File: src/rtl/round_sequencer_if.sv
// Player/judge/counter-side signal bundle for the round sequencer.
// master = the sequencer itself, slave = the game environment (button, judge, counters).
interface round_sequencer_if #(
  parameter int SCORE_W = 4
);
  logic               button;
  logic               win;
  logic               lose;
  logic               stop;
  logic               game_reset;
  logic               busy;
  logic [SCORE_W-1:0] wins;
  logic [SCORE_W-1:0] losses;
  logic [SCORE_W-1:0] streak;

  modport master (
    input  button, win, lose,
    output stop, game_reset, busy, wins, losses, streak
  );

  modport slave (
    output button, win, lose,
    input  stop, game_reset, busy, wins, losses, streak
  );
endinterface

File: src/rtl/round_sequencer.sv
// Reaction-game round sequencer: button conditioning, Stop/verdict sampling, scores, GameReset.
// Optional win-streak counter built only when ROUND_STREAK_EN is defined.
module round_sequencer #(
  parameter int DEB_CYCLES  = 4,
  parameter int HOLD_CYCLES = 8,
  parameter int SCORE_W     = 4
) (
  input  logic              clk,
  input  logic              rst_n,
  round_sequencer_if.master sif
);
  localparam logic [2:0] S_INIT    = 3'd0;
  localparam logic [2:0] S_RUN     = 3'd1;
  localparam logic [2:0] S_STOPPED = 3'd2;
  localparam logic [2:0] S_HOLD    = 3'd3;
  localparam logic [2:0] S_RELEASE = 3'd4;

  localparam logic [7:0] DEB_LAST = 8'(DEB_CYCLES - 1);
  localparam logic [7:0] HOLD_LD  = 8'(HOLD_CYCLES);

  logic [1:0]         sync_q, sync_d;
  logic               deb_q, deb_d;
  logic [7:0]         deb_cnt_q, deb_cnt_d;
  logic               press_q, press_d;
  logic [2:0]         state_q, state_d;
  logic [7:0]         hold_q, hold_d;
  logic               stop_q, stop_d;
  logic               game_reset_q, game_reset_d;
  logic [SCORE_W-1:0] wins_q, wins_d;
  logic [SCORE_W-1:0] losses_q, losses_d;
  logic               win_evt, lose_evt;

  // The debounced level flips on the DEB_CYCLES-th consecutive differing cycle.
  always_comb begin
    sync_d    = {sync_q[0], sif.button};
    deb_d     = deb_q;
    deb_cnt_d = '0;
    press_d   = 1'b0;
    if (sync_q[1] != deb_q) begin
      if (deb_cnt_q == DEB_LAST) begin
        deb_d   = ~deb_q;
        press_d = ~deb_q;
      end else begin
        deb_cnt_d = deb_cnt_q + 8'd1;
      end
    end
  end

  always_comb begin
    state_d  = state_q;
    hold_d   = hold_q;
    wins_d   = wins_q;
    losses_d = losses_q;
    win_evt  = 1'b0;
    lose_evt = 1'b0;
    case (state_q)
      S_INIT:    state_d = S_RUN;
      S_RUN:     if (press_q) state_d = S_STOPPED;
      S_STOPPED: begin
        win_evt  = sif.win & ~sif.lose;
        lose_evt = sif.lose & ~sif.win;
        hold_d   = HOLD_LD;
        state_d  = S_HOLD;
      end
      S_HOLD: begin
        // A still-pressed button keeps the round frozen past the hold period.
        if (hold_q != 8'd0) hold_d = hold_q - 8'd1;
        else if (!deb_q)    state_d = S_RELEASE;
      end
      S_RELEASE: state_d = S_RUN;
      default:   state_d = S_INIT;
    endcase
    if (win_evt && wins_q != '1)    wins_d   = wins_q + 1'b1;
    if (lose_evt && losses_q != '1) losses_d = losses_q + 1'b1;
    stop_d       = (state_d == S_STOPPED) || (state_d == S_HOLD);
    game_reset_d = (state_d == S_INIT) || (state_d == S_RELEASE);
  end

  always_ff @(posedge clk or negedge rst_n) begin
    if (!rst_n) begin
      sync_q       <= '0;
      deb_q        <= 1'b0;
      deb_cnt_q    <= '0;
      press_q      <= 1'b0;
      state_q      <= S_INIT;
      hold_q       <= '0;
      stop_q       <= 1'b0;
      game_reset_q <= 1'b1;
      wins_q       <= '0;
      losses_q     <= '0;
    end else begin
      sync_q       <= sync_d;
      deb_q        <= deb_d;
      deb_cnt_q    <= deb_cnt_d;
      press_q      <= press_d;
      state_q      <= state_d;
      hold_q       <= hold_d;
      stop_q       <= stop_d;
      game_reset_q <= game_reset_d;
      wins_q       <= wins_d;
      losses_q     <= losses_d;
    end
  end

`ifdef ROUND_STREAK_EN
  logic [SCORE_W-1:0] streak_q, streak_d;

  always_comb begin
    streak_d = streak_q;
    if (win_evt && streak_q != '1) streak_d = streak_q + 1'b1;
    else if (lose_evt)             streak_d = '0;
  end

  always_ff @(posedge clk or negedge rst_n) begin
    if (!rst_n) streak_q <= '0;
    else        streak_q <= streak_d;
  end

  assign sif.streak = streak_q;
`else
  assign sif.streak = '0;
`endif

  assign sif.stop       = stop_q;
  assign sif.game_reset = game_reset_q;
  assign sif.busy       = (state_q != S_RUN);
  assign sif.wins       = wins_q;
  assign sif.losses     = losses_q;
endmodule

File: src/flat_wrapper.sv
// flat-port wrapper written by rule: the top's interface ports become plain ports
module round_sequencer_flat 
#(
  parameter int DEB_CYCLES  = 4,
  parameter int HOLD_CYCLES = 8,
  parameter int SCORE_W     = 4
)
  (clk, rst_n, sif_button, sif_win, sif_lose, sif_stop, sif_game_reset, sif_busy, sif_wins, sif_losses, sif_streak);
  round_sequencer_if #(.SCORE_W(SCORE_W)) sif_i ();
  input  logic clk;
  input  logic rst_n;
  input wire logic [$bits(sif_i.button)-1:0] sif_button;
  input wire logic [$bits(sif_i.win)-1:0] sif_win;
  input wire logic [$bits(sif_i.lose)-1:0] sif_lose;
  output wire logic [$bits(sif_i.stop)-1:0] sif_stop;
  output wire logic [$bits(sif_i.game_reset)-1:0] sif_game_reset;
  output wire logic [$bits(sif_i.busy)-1:0] sif_busy;
  output wire logic [$bits(sif_i.wins)-1:0] sif_wins;
  output wire logic [$bits(sif_i.losses)-1:0] sif_losses;
  output wire logic [$bits(sif_i.streak)-1:0] sif_streak;
  assign sif_i.button = sif_button;
  assign sif_i.win = sif_win;
  assign sif_i.lose = sif_lose;
  assign sif_stop = sif_i.stop;
  assign sif_game_reset = sif_i.game_reset;
  assign sif_busy = sif_i.busy;
  assign sif_wins = sif_i.wins;
  assign sif_losses = sif_i.losses;
  assign sif_streak = sif_i.streak;
  round_sequencer #(.DEB_CYCLES(DEB_CYCLES), .HOLD_CYCLES(HOLD_CYCLES), .SCORE_W(SCORE_W)) u_core (.clk(clk), .rst_n(rst_n), .sif(sif_i));
endmodule
File: config.mk
export PLATFORM = sky130hd
export DESIGN_NAME = round_sequencer_flat
export DESIGN_NICKNAME = d
export VERILOG_FILES = /design/src/rtl/round_sequencer_if.sv /design/src/rtl/round_sequencer.sv /design/src/flat_wrapper.sv
export SDC_FILE = /design/constraint.sdc
export NUM_CORES = 1
export LEC_CHECK = 0
export CORE_ASPECT_RATIO = 1.2
export CORE_MARGIN = 3
export CORE_UTILIZATION = 49
export DETAILED_ROUTE_END_ITERATION = 10
export MAX_ROUTING_LAYER = met4
export PLACE_DENSITY = 0.8
export SYNTH_ARGS = -nofsm -noshare
export SYNTH_HDL_FRONTEND = slang
export SYNTH_SLANG_ARGS = --single-unit
export TNS_END_PERCENT = 100
File: constraint.sdc
create_clock -name clk -period 1.7 [get_ports clk]
set_clock_uncertainty 0.05 [all_clocks]
set_input_delay 0.34 -clock clk [delete_from_list [all_inputs] [get_ports clk]]
set_output_delay 0.34 -clock clk [all_outputs]
set_load 0.05 [all_outputs]
==> results by group, run 1 <==
Clocking
  • Clk sinks: 33
  • Clock-pin slew on the worst setup and hold paths: 0.11 ns
  • Htree depth: 2
  • CTS tree: built
  • Cts hold-fix bufs: 0
  • Clock latency on the worst-skew pair: 0.35 ns
  • Clk buf depth: 2
  • Clock Tree Root: clkbuf_4
  • CTS buffer count: 5

Synthesis
  • FF+latch count, synth: 33
  • Post-synthesis sequential area ratio: 49.5%
  • Synth top area cells: dfrtp_1 (48%), ha_1 (3.7%), xnor2_1 (3.1%)
  • Area leader, netlist: dfrtp_1
  • Warnings, synthesis: 0
  • Post-Syn Area per Cell: 10.6 µm²
  • Post-synth top area share: 47.9%
  • Synth unique cells: 46
  • Number of synthesized flops with an enable pin: 0
  • Post-Syn Area: 0.00167 mm²
  • Post-Syn Instances: 157
  • Ys flop type: dfrtp_1
  • Asr flop ratio synth: 100%

Die
  • Row Count: 22
  • Core area: 0.00317 mm²
  • Die width: 59.3 µm
  • DIE AREA: 0.00415 mm²
  • Initial core utilization: 52.8%
  • Die height: 70.0 µm
  • IO Pins: 20

Power
  • Final total power: 1.98 mW
  • Static Leak: 1.03 nW
  • Worst vdd ir: 0.875 mV
  • Pwr/cell area: 873 mW/mm²

Min path
  • Hold WC Path Type: in -> async

Layout
  • Core Util, Final: 71.5%
  • Fraction of final layout cells sized beyond drive strength 1: 35.4%
  • Post-layout instance area: 0.00226 mm²
  • Fillers: 215
  • Layout Nets: 207
  • Antenna Cells: 0
  • Area delta synth->final: 35.5%

Setup path
  • Required time of the critical path: 1.88 ns
  • Critical path type: reg -> reg
  • Crit. End Element: flip-flop
  • Critical-path top delay cell: or4b_4
  • Max incr delay on CP: 0.49 ns
  • Critical path buffer and inverter count: 2
  • WP data arrival: 1.98 ns
  • Worst path cell trace: inv_2 > ha_4 > or4b_4 > o211ai_1 > buf_4 > mux2i_1
  • Max FO, Critical Path: 3
  • Worst R2R Setup Slack: -0.10 ns
  • Top delay family on crit path: simple AND/OR/NAND/NOR gates
  • CP startpoint kind: flip-flop

STA
  • Final WS setup: -0.101 ns
  • Tcrit/Tclk final: 106%
  • Final Max Tran Viols: 0
  • RSZ-0062 raised after global routing: yes
  • Hold Vio Cnt, Final: 0
  • Max Freq: 0.555 GHz
  • Final setup viols: 9
  • Final Critical Period: 1.80 ns

Placed design
  • Final GP Congestion: 0.790
  • Detail Placement HPWL: 2320 µm
  • Input/output buffers: 15
  • Post-DP Area: 0.00199 mm²

Detailed routing
  • Via/cell ratio: 5.91
  • Vias: 1,382
  • Residual DRC: 0
  • Drt pass-1 iters: 4
  • Final wirelength: 3730 µm
  • Iter 0 DRT Violations: 82
  • WL/cell: 16.0 µm
  • Residual antenna-violating net count after detailed routing: 0

GRT
  • Antenna violations before repair: 0
  • Vias in the first global route: 1,360
  • Routing usage on met1: 24.3%
  • Pin count of the biggest net entering global routing: 34
  • Grt ovf: 0
  • GR Util met3: 5.91%
  • Global-route wire length before repair: 6080 µm
  • Gr busiest metal: met2
  • All-Layer GR Usage: 19.7%
  • Met2 usage: 29.9%

Status
  • Violated checks: negative setup slack
  • Status: finished with violations

Flow run
  • Number of max-cap violations: 0
flip-flops by register name (all words and copies together) (netlist names):
name and count:
u_core.deb_q 1, u_core.press_q 1, u_core.state_q 3, u_core.hold_q 8, u_core.sif.wins 4, u_core.deb_cnt_q 8, u_core.sif.game_reset 1, u_core.sif.losses 4
u_core.sif.stop 1, u_core.sync_q 2
cells by family after synthesis:
kind of cell / synth area share [%]
AOI/OAI and AO/OA: 11.6
xor gates and xnor gates: 4.72
adders and majority gates: 3.75
buffers and inverters: 4.72
DFF: 49.5
muxes: 3.22
other: 0.225
and+or+nand+nor: 22.2
report_power, final:
group,total [mW],switching [mW],internal (mW)
Clock,0.616,0.264,0.351
Combinational,0.452,0.248,0.204
Sequential,0.909,0.0660,0.843
Yosys cell counts, drive strengths merged (2+ instances only):
| master | instances |
|---|---|
| xnor2 | 6 |
| dfrtp | 32 |
| nor4b | 2 |
| nor3b | 3 |
| o21ai | 6 |
| mux2 | 3 |
| a21oi | 7 |
| ha | 5 |
| or4b | 3 |
| a311oi | 2 |
| clkbuf | 2 |
| o211ai | 3 |
| nor3 | 5 |
| nand2b | 4 |
| a31oi | 4 |
| nor2 | 6 |
| and3 | 4 |
| xor2 | 3 |
| buf | 7 |
| nand3 | 8 |
| nor2b | 2 |
| or3 | 5 |
| nand4 | 5 |
| mux2i | 2 |
| inv | 4 |
| o22ai | 2 |
| nand2 | 7 |
layer usage:
metal / up-vias / wire [µm]
li1: 650 / -
met1: 670 / 1610
met2: 51 / 1780
met3: 11 / 232
met4: 0 / 110
met5: - / 0
what timing repair did:
action	4_1_cts	5_1_grt
setup buffers	7	2
gates resized for setup	14	12
pin swaps	5	5
setup endpoints to repair	10	13
final timing paths:
| check | startpoint | to | cells after the start |
|---|---|---|---|
| setup / recovery | u_core.hold_q[1] | u_core.hold_q[0] | 6 |
| hold / removal | rst_n | u_core.state_q[1] | 2 |
| setup reg to reg | u_core.hold_q[1] | u_core.hold_q[0] | 6 |
| hold reg to reg | u_core.sync_q[0] | u_core.sync_q[1] | 0 |
| max in group asynchronous | rst_n | u_core.sif.game_reset | 2 |
| min in group clk | u_core.sync_q[0] | u_core.sync_q[1] | 0 |
final cells by class:
| cell class | count | area, µm² | area share [%] |
|---|---|---|---|
| Multi-Input combinational cell | 114 | 886 | 39.1 |
| Sequential cell | 33 | 827 | 36.5 |
| Timing Repair Buffer | 39 | 405 | 17.9 |
| Clock buffer | 7 | 55.1 | 2.43 |
| Tap cell | 36 | 45.0 | 1.99 |
| Clock inverter | 1 | 30.0 | 1.33 |
| Inverter | 4 | 15.0 | 0.663 |
placed cells by master, fill, tap and decap left out, types with 5 or more instances in the layout:
| cell | netlist | layout |
|---|---|---|
| buf_12 | 0 | 7 |
| nand4_1 | 5 | 5 |
| nor2_1 | 6 | 6 |
| a21oi_1 | 7 | 5 |
| buf_4 | 6 | 25 |
| nand3_1 | 8 | 8 |
| dfrtp_1 | 32 | 32 |
| xnor2_1 | 6 | 6 |
| clkbuf_4 | 0 | 5 |
| nand2_1 | 7 | 7 |
| o21ai_0 | 6 | 6 |
per-stage QoR:
step | hold slack (ns) | setup WS, ns | TNS, ns | cells
after floorplan | -0.00559 | -0.0415 | -0.0415 | 160
after global placement | 0.289 | -0.0236 | -0.0389 | 217
after detailed placement | 0.306 | -0.182 | -0.796 | 217
after CTS | 0.304 | -0.0765 | -0.214 | 232
after global routing | 0.319 | -0.141 | -1.00 | 234
final | 0.307 | -0.101 | -0.515 | 234
No activity file was read; power rests on OpenSTA's default activity.
==> inputs of run 2 (changes only) <==
Settings changed: CORE_UTILIZATION 49 to 45, PLACE_DENSITY 0.8 to 0.75.
==> run 2 against run 1 <==
The flow still finishes with violations (negative setup slack). Register-to-register slack got worse by 0.02 ns. Critical path depth down 2. Global-route usage is 0.63 points lower. Worst hold slack better by 0.012 ns. Critical path type unchanged. Combinational power down 2%. Clock power fell by 6.8%. Wire length is 1.5% lower. Power decreased by 1.7%. Highest routed layer unchanged. First-iteration DRC count down 3.7%.
==> results by group, run 2 (synthesis results as in run 1) <==
Clocking
  • Cts hold-fix bufs: 0 (unchanged)
  • CTS tree: built
  • Clock Tree Root: clkbuf_8
  • Clk buf depth: 2 (unchanged)
  • Clock-pin slew on the worst setup and hold paths: 0.07 ns (-0.04 ns)
  • Clk sinks: 33 (unchanged)
  • CTS buffer count: 5 (unchanged)
  • Htree depth: 2 (unchanged)
  • Clock latency on the worst-skew pair: 0.29 ns (-0.06 ns)

Setup path
  • Crit. End Element: flip-flop
  • R2r endpoint: u_core.hold_q[5]
  • Top delay family on crit path: simple AND/OR/NAND/NOR gates
  • CP startpoint kind: flip-flop
  • Critical path type: reg -> reg
  • Worst R2R Start: u_core.hold_q[0]
  • R2R depth: 4 (-2)
  • WP data arrival: 1.99 ns (about the same)
  • Worst path cell trace: buf_4 > or4b_4 > or4_1 > a21oi_1
  • Max FO, Critical Path: 3 (unchanged)
  • Worst R2R Setup Slack: -0.12 ns (-0.02 ns)
  • WP depth: 4 (-2)
  • Critical path buffer and inverter count: 1 (-1)
  • Required time of the critical path: 1.87 ns (about the same)
  • Max incr delay on CP: 0.53 ns (+0.04 ns)
  • Critical-path top delay cell: or4b_4

Layout
  • Fillers: 265 (+23%)
  • Core Util, Final: 64.3% (-7.2 points)
  • Fraction of final layout cells sized beyond drive strength 1: 31.8% (-3.5 points)
  • Biggest registers after layout: u_core.deb_cnt_q (8), u_core.hold_q (8)
  • Reg area: 828 µm² (+0.15%)
  • Post-layout instance area: 0.00222 mm² (-1.9%)
  • Non-filler cells, final: 235 (+0.43%)
  • Area delta synth->final: 32.9%
  • Multi-input logic area: 848 µm² (-4.2%)
  • Commonest non-fill, non-tap cells in the layout: dfrtp_1 (31), buf_4 (26), nand3_1 (8)
  • Layout Nets: 207 (unchanged)
  • Antenna Cells: 0 (unchanged)
  • Leading cell type in the layout, fill and taps excluded: dfrtp_1

Min path
  • Worst hold path depth: 0
  • Hold WC Path Type: reg -> reg
  • Hold Crit Start: u_core.sync_q[0]
  • Hold Path End: u_core.sync_q[1]

Detailed routing
  • Residual DRC: 0 (unchanged)
  • WL/cell: 15.6 µm (-1.9%)
  • Vias: 1,358 (-1.7%)
  • Iter 0 DRT Violations: 79 (-3.7%)
  • Via/cell ratio: 5.78 (-2.2%)
  • Drt pass-1 iters: 4 (unchanged)
  • Final wirelength: 3680 µm (-1.5%)
  • Residual antenna-violating net count after detailed routing: 0 (unchanged)

STA
  • Fin Setup TNS: -0.387 ns (+0.128 ns)
  • Final WS setup: -0.118 ns (-0.0167 ns)
  • Hold Vio Cnt, Final: 0 (unchanged)
  • Max Freq: 0.550 GHz (-0.92%)
  • Final Max Tran Viols: 0 (unchanged)
  • Tcrit/Tclk final: 107% (+0.98 points)
  • RSZ-0062 raised after global routing: yes
  • Final Critical Period: 1.82 ns (+0.0167 ns)
  • Final setup viols: 9 (unchanged)
  • Hold_ws: 0.318 ns (+0.0117 ns)

Die
  • Core area: 0.00345 mm² (+9.1%)
  • Row Count: 23 (+4.5%)
  • Die height: 72.7 µm (+4.0%)
  • Die width: 61.6 µm (+3.9%)
  • IO Pins: 20 (unchanged)
  • DIE AREA: 0.00448 mm² (+8.0%)
  • Initial core utilization: 48.4% (-4.4 points)

Placed design
  • Final GP Congestion: 0.842 (+6.5%)
  • Detail Placement HPWL: 2430 µm (+4.7%)
  • DP Cell Count: 217 (unchanged)
  • Pre-CTS setup slack: -0.123 ns (+0.0591 ns)
  • Input/output buffers: 15 (unchanged)
  • Post-DP Area: 0.00198 mm² (-0.31%)

GRT
  • Global-route wire length before repair: 6130 µm (+0.81%)
  • Vias in the first global route: 1,350 (-0.74%)
  • Antenna violations before repair: 0 (unchanged)
  • Grt ovf: 0 (unchanged)
  • Pin count of the biggest net entering global routing: 34 (unchanged)
  • All-Layer GR Usage: 19.0% (-0.63 points)

Flow run
  • Number of max-cap violations: 0 (unchanged)

Status
  • Status: finished with violations
  • Violated checks: negative setup slack

Power
  • Static Leak: 1.01 nW (-2.3%)
  • Final total power: 1.94 mW (-1.7%)
  • Worst vdd ir: 0.585 mV (-33%)
  • Pwr/cell area: 876 mW/mm² (+0.27%)
## run 2: cell types whose count changed in the layout (fill, tap and decap cells not counted), sizes merged
cell / before / now
bufinv: 1 / 0
clkbuf: 7 / 8
## run 2: final cells by class
type	count	area share, %
repair buffers	39	18.1
well taps	37	2.09
inverters	4	0.676
flip-flops and latches	33	37.3
clock buffers	8	3.61
multi-input cells	114	38.2
## run 2: repair_timing
item | in CTS | in global routing
resized for setup | 13 | 6
buffers inserted | 2 | 8
pin swaps | 2 | 2
setup endpoints to repair | 10 | 12
## run 2: worst max path at each step
stage                                   to               from  slack (ns)
after floorplan           u_core.hold_q[6]   u_core.hold_q[0]       -0.04
after global placement    u_core.hold_q[6]   u_core.hold_q[0]       -0.06
after detailed placement  u_core.hold_q[6]   u_core.hold_q[0]       -0.12
after CTS                         sif_busy  u_core.state_q[1]       -0.06
after global routing      u_core.hold_q[4]   u_core.hold_q[1]       -0.16
final                     u_core.hold_q[5]   u_core.hold_q[0]       -0.12
## run 2: where the power goes
part / switching (mW) / leakage [nW] / internal (mW)
Sequential: 0.0811 / 0.443 / 0.845
Combinational: 0.240 / 0.528 / 0.203
Clock: 0.283 / 0.0395 / 0.291
Total: 0.605 / 1.01 / 1.34
## run 2: per-layer routing
| layer | up-vias | routed length [µm] | global-route usage, % |
|---|---|---|---|
| li1 | 649 | - | - |
| met1 | 674 | 1440 | 22.3 |
| met2 | 24 | 1990 | 29.8 |
| met5 | - | 0 | - |
| met3 | 11 | 142 | 5.13 |
| met4 | 0 | 104 | 8.96 |
==> inputs of run 3 (changes only) <==
Settings changed: CORE_UTILIZATION 45 to 25, CTS_BUF_LIST from default to sky130_fd_sc_hd__clkbuf_16, PLACE_DENSITY 0.75 to 0.5.
==> run 3 against run 2 <==
The run still ends with negative setup slack left. Global-route usage fell by 8.7 points. Power rose by 13%. Fmax up 2.5%. Sequential share of layout area down 2.4 points. Combinational power decreased by 2%. Cell area is 6.8% higher. Register-to-register slack improved by 0.04 ns. Critical path depth increased by 2. Largest cell class unchanged. Cell count is 21% higher. Clock power increased by 48%. Die area grew 72%. Via count fell by 2.6%.
==> results by group, run 3 (synthesis results as in run 1) <==
Status
  • Status: finished with violations
  • Violated checks: negative setup slack

Setup path
  • CP startpoint kind: flip-flop
  • Critical path type: reg -> reg
  • Worst R2R Start: u_core.hold_q[1]
  • Crit. End Element: flip-flop
  • Worst R2R Setup Slack: -0.07 ns (+0.04 ns)
  • Max incr delay on CP: 0.45 ns (-0.08 ns)
  • R2r endpoint: u_core.state_q[1]
  • WP data arrival: 1.85 ns (-0.14 ns)
  • Required time of the critical path: 1.78 ns (-0.09 ns)
  • R2R depth: 6 (+2)
  • Worst path cell trace: inv_2 > ha_4 > or4b_4 > buf_4 > nor3_4 > a311oi_1
  • Max FO, Critical Path: 4 (+1)
  • Critical-path top delay cell: or4b_4

Detailed routing
  • Via/cell ratio: 4.64 (-20%)
  • Drt pass-1 iters: 4 (unchanged)
  • Vias: 1,323 (-2.6%)
  • Final wirelength: 3470 µm (-5.7%)
  • Residual DRC: 0 (unchanged)
  • Residual antenna-violating net count after detailed routing: 0 (unchanged)
  • WL/cell: 12.2 µm (-22%)
  • Iter 0 DRT Violations: 64 (-19%)

Layout
  • Area delta synth->final: 41.9%
  • Fraction of final layout cells sized beyond drive strength 1: 34.0% (+2.2 points)
  • Non-filler cells, final: 285 (+21%)
  • Leading cell type in the layout, fill and taps excluded: dfrtp_1
  • Core Util, Final: 36.8% (-28 points)
  • Layout Nets: 209 (+0.97%)
  • Biggest registers after layout: u_core.deb_cnt_q (8), u_core.hold_q (8)
  • Commonest non-fill, non-tap cells in the layout: dfrtp_1 (32), buf_4 (27), nand3_1 (8), buf_12 (8), nand2_1 (7)
  • Antenna Cells: 0 (unchanged)
  • Fillers: 644 (+140%)

Min path
  • Hold WC Path Type: reg -> reg
  • Hold Crit Start: u_core.sync_q[0]
  • Hold Path End: u_core.sync_q[1]
  • Worst hold path depth: 0 (unchanged)

Placed design
  • DP Cell Count: 271 (+25%)
  • Final GP Congestion: 0.761 (-9.6%)
  • Detail Placement HPWL: 2400 µm (-1.2%)
  • Input/output buffers: 15 (unchanged)
  • Pre-CTS setup slack: -0.129 ns (-0.00674 ns)

Clocking
  • CTS tree: built
  • Clock-pin slew on the worst setup and hold paths: 0.05 ns (-0.02 ns)
  • CTS buffer count: 5 (unchanged)
  • Cts hold-fix bufs: 0 (unchanged)
  • Clock Tree Root: clkbuf_16
  • Htree depth: 2 (unchanged)
  • Clk sinks: 33 (unchanged)
  • Clock latency on the worst-skew pair: 0.28 ns (about the same)
  • Clk buf depth: 2 (unchanged)

GRT
  • Global-route wire length before repair: 5890 µm (-3.9%)
  • Antenna violations before repair: 0 (unchanged)
  • Pin count of the biggest net entering global routing: 34 (unchanged)
  • Vias in the first global route: 1,323 (-2.0%)
  • All-Layer GR Usage: 10.4% (-8.7 points)
  • Grt ovf: 0 (unchanged)

Power
  • Static Leak: 1.07 nW (+5.9%)
  • Final total power: 2.20 mW (+13%)
  • Combinational Power Share: 19.8% (-3.0 points)
  • Sw Share: 28.3% (-2.8 points)
  • Sequential power share: 41.7% (-5.9 points)
  • Pwr/cell area: 930 mW/mm² (+6.2%)
  • Internal: 1.58 mW (+18%)
  • Clock network power share: 38.4% (+8.9 points)
  • Worst vdd ir: 0.548 mV (-6.3%)
  • Switch Pwr: 624 µW (+3.2%)

Die
  • Core area: 0.00645 mm² (+87%)
  • DIE AREA: 0.00770 mm² (+72%)
  • Row Count: 32 (+39%)
  • IO Pins: 20 (unchanged)
  • Die width: 80.6 µm (+31%)
  • Initial core utilization: 25.9% (-22 points)
  • Die height: 95.5 µm (+31%)

STA
  • Tcrit/Tclk final: 104% (-2.6 points)
  • RSZ-0062 raised after global routing: yes
  • Hold Vio Cnt, Final: 0 (unchanged)
  • Final WS setup: -0.0738 ns (+0.0440 ns)
  • Final setup viols: 8 (-1)
  • Max Freq: 0.564 GHz (+2.5%)
  • Final Max Tran Viols: 0 (unchanged)
  • Final Critical Period: 1.77 ns (-0.0440 ns)

Flow run
  • Number of max-cap violations: 0 (unchanged)
## run 3: power groups by stage
stage	logic, mW	registers [mW]	clock network (mW)
finish	0.437	0.919	0.847
global route	0.480	0.930	0.912
CTS	0.423	0.914	0.875
detailed placement	0.400	0.923	0
global placement	0.405	0.924	0
floorplan	0.271	0.922	0
## run 3: cell type report
cell class              count  area [µm²]  area share [%]
clock inverters             3        13.8           0.581
flip-flops and latches     33         827            34.9
multi-input cells         114         853            36.0
inverters                   4        15.0           0.634
repair buffers             41         429            18.1
well taps                  85         106            4.49
clock buffers               5         125            5.28
## run 3: how the worst max path moves through the flow
| stage | from | to | slack (ns) | cells after the start |
|---|---|---|---|---|
| floorplan | u_core.hold_q[0] | u_core.hold_q[6] | -0.04 | 5 |
| global placement | u_core.hold_q[0] | u_core.hold_q[6] | -0.09 | 5 |
| detailed placement | u_core.hold_q[1] | u_core.hold_q[6] | -0.13 | 5 |
| CTS | u_core.state_q[1] | sif_busy | -0.12 | 4 |
| global route | u_core.hold_q[1] | u_core.hold_q[1] | -0.13 | 5 |
| finish | u_core.hold_q[1] | u_core.state_q[1] | -0.07 | 6 |
## run 3: critical path: cells and delay by family (launching register included)
family          cells  cell delay [ns]
compound gates      1             0.13
fa+ha+maj           1             0.14
buf+inv             2             0.27
flops               1             0.41
simple gates        2             0.63
## run 3: through the flow
stage | instance area [µm²] | TNS, ns | hold slack, ns
global placement | 2100 | -0.232 | 0.283
floorplan | 1690 | -0.0415 | -0.00559
CTS | 2290 | -0.207 | 0.300
detailed placement | 2100 | -0.511 | 0.288
finish | 2370 | -0.242 | 0.298
global route | 2370 | -0.885 | 0.303
## run 3: repair_timing
| item | in CTS | in global routing |
|---|---|---|
| setup endpoints to repair | 9 | 11 |
| cloned | 0 | 0 |
| pin swaps | 3 | 5 |
| buffers inserted | 2 | 4 |
| gates resized for setup | 9 | 11 |
| endpoints found under the hold margin | 0 | 0 |
## run 3: layer usage
layer	global-route usage (%)	vias to the layer above	share of wire [%]
met2	16.5	19	52
met4	5.92	0	2.1
met5	-	-	0
met3	2.65	5	2.7
met1	11.8	649	43
li1	-	650	-
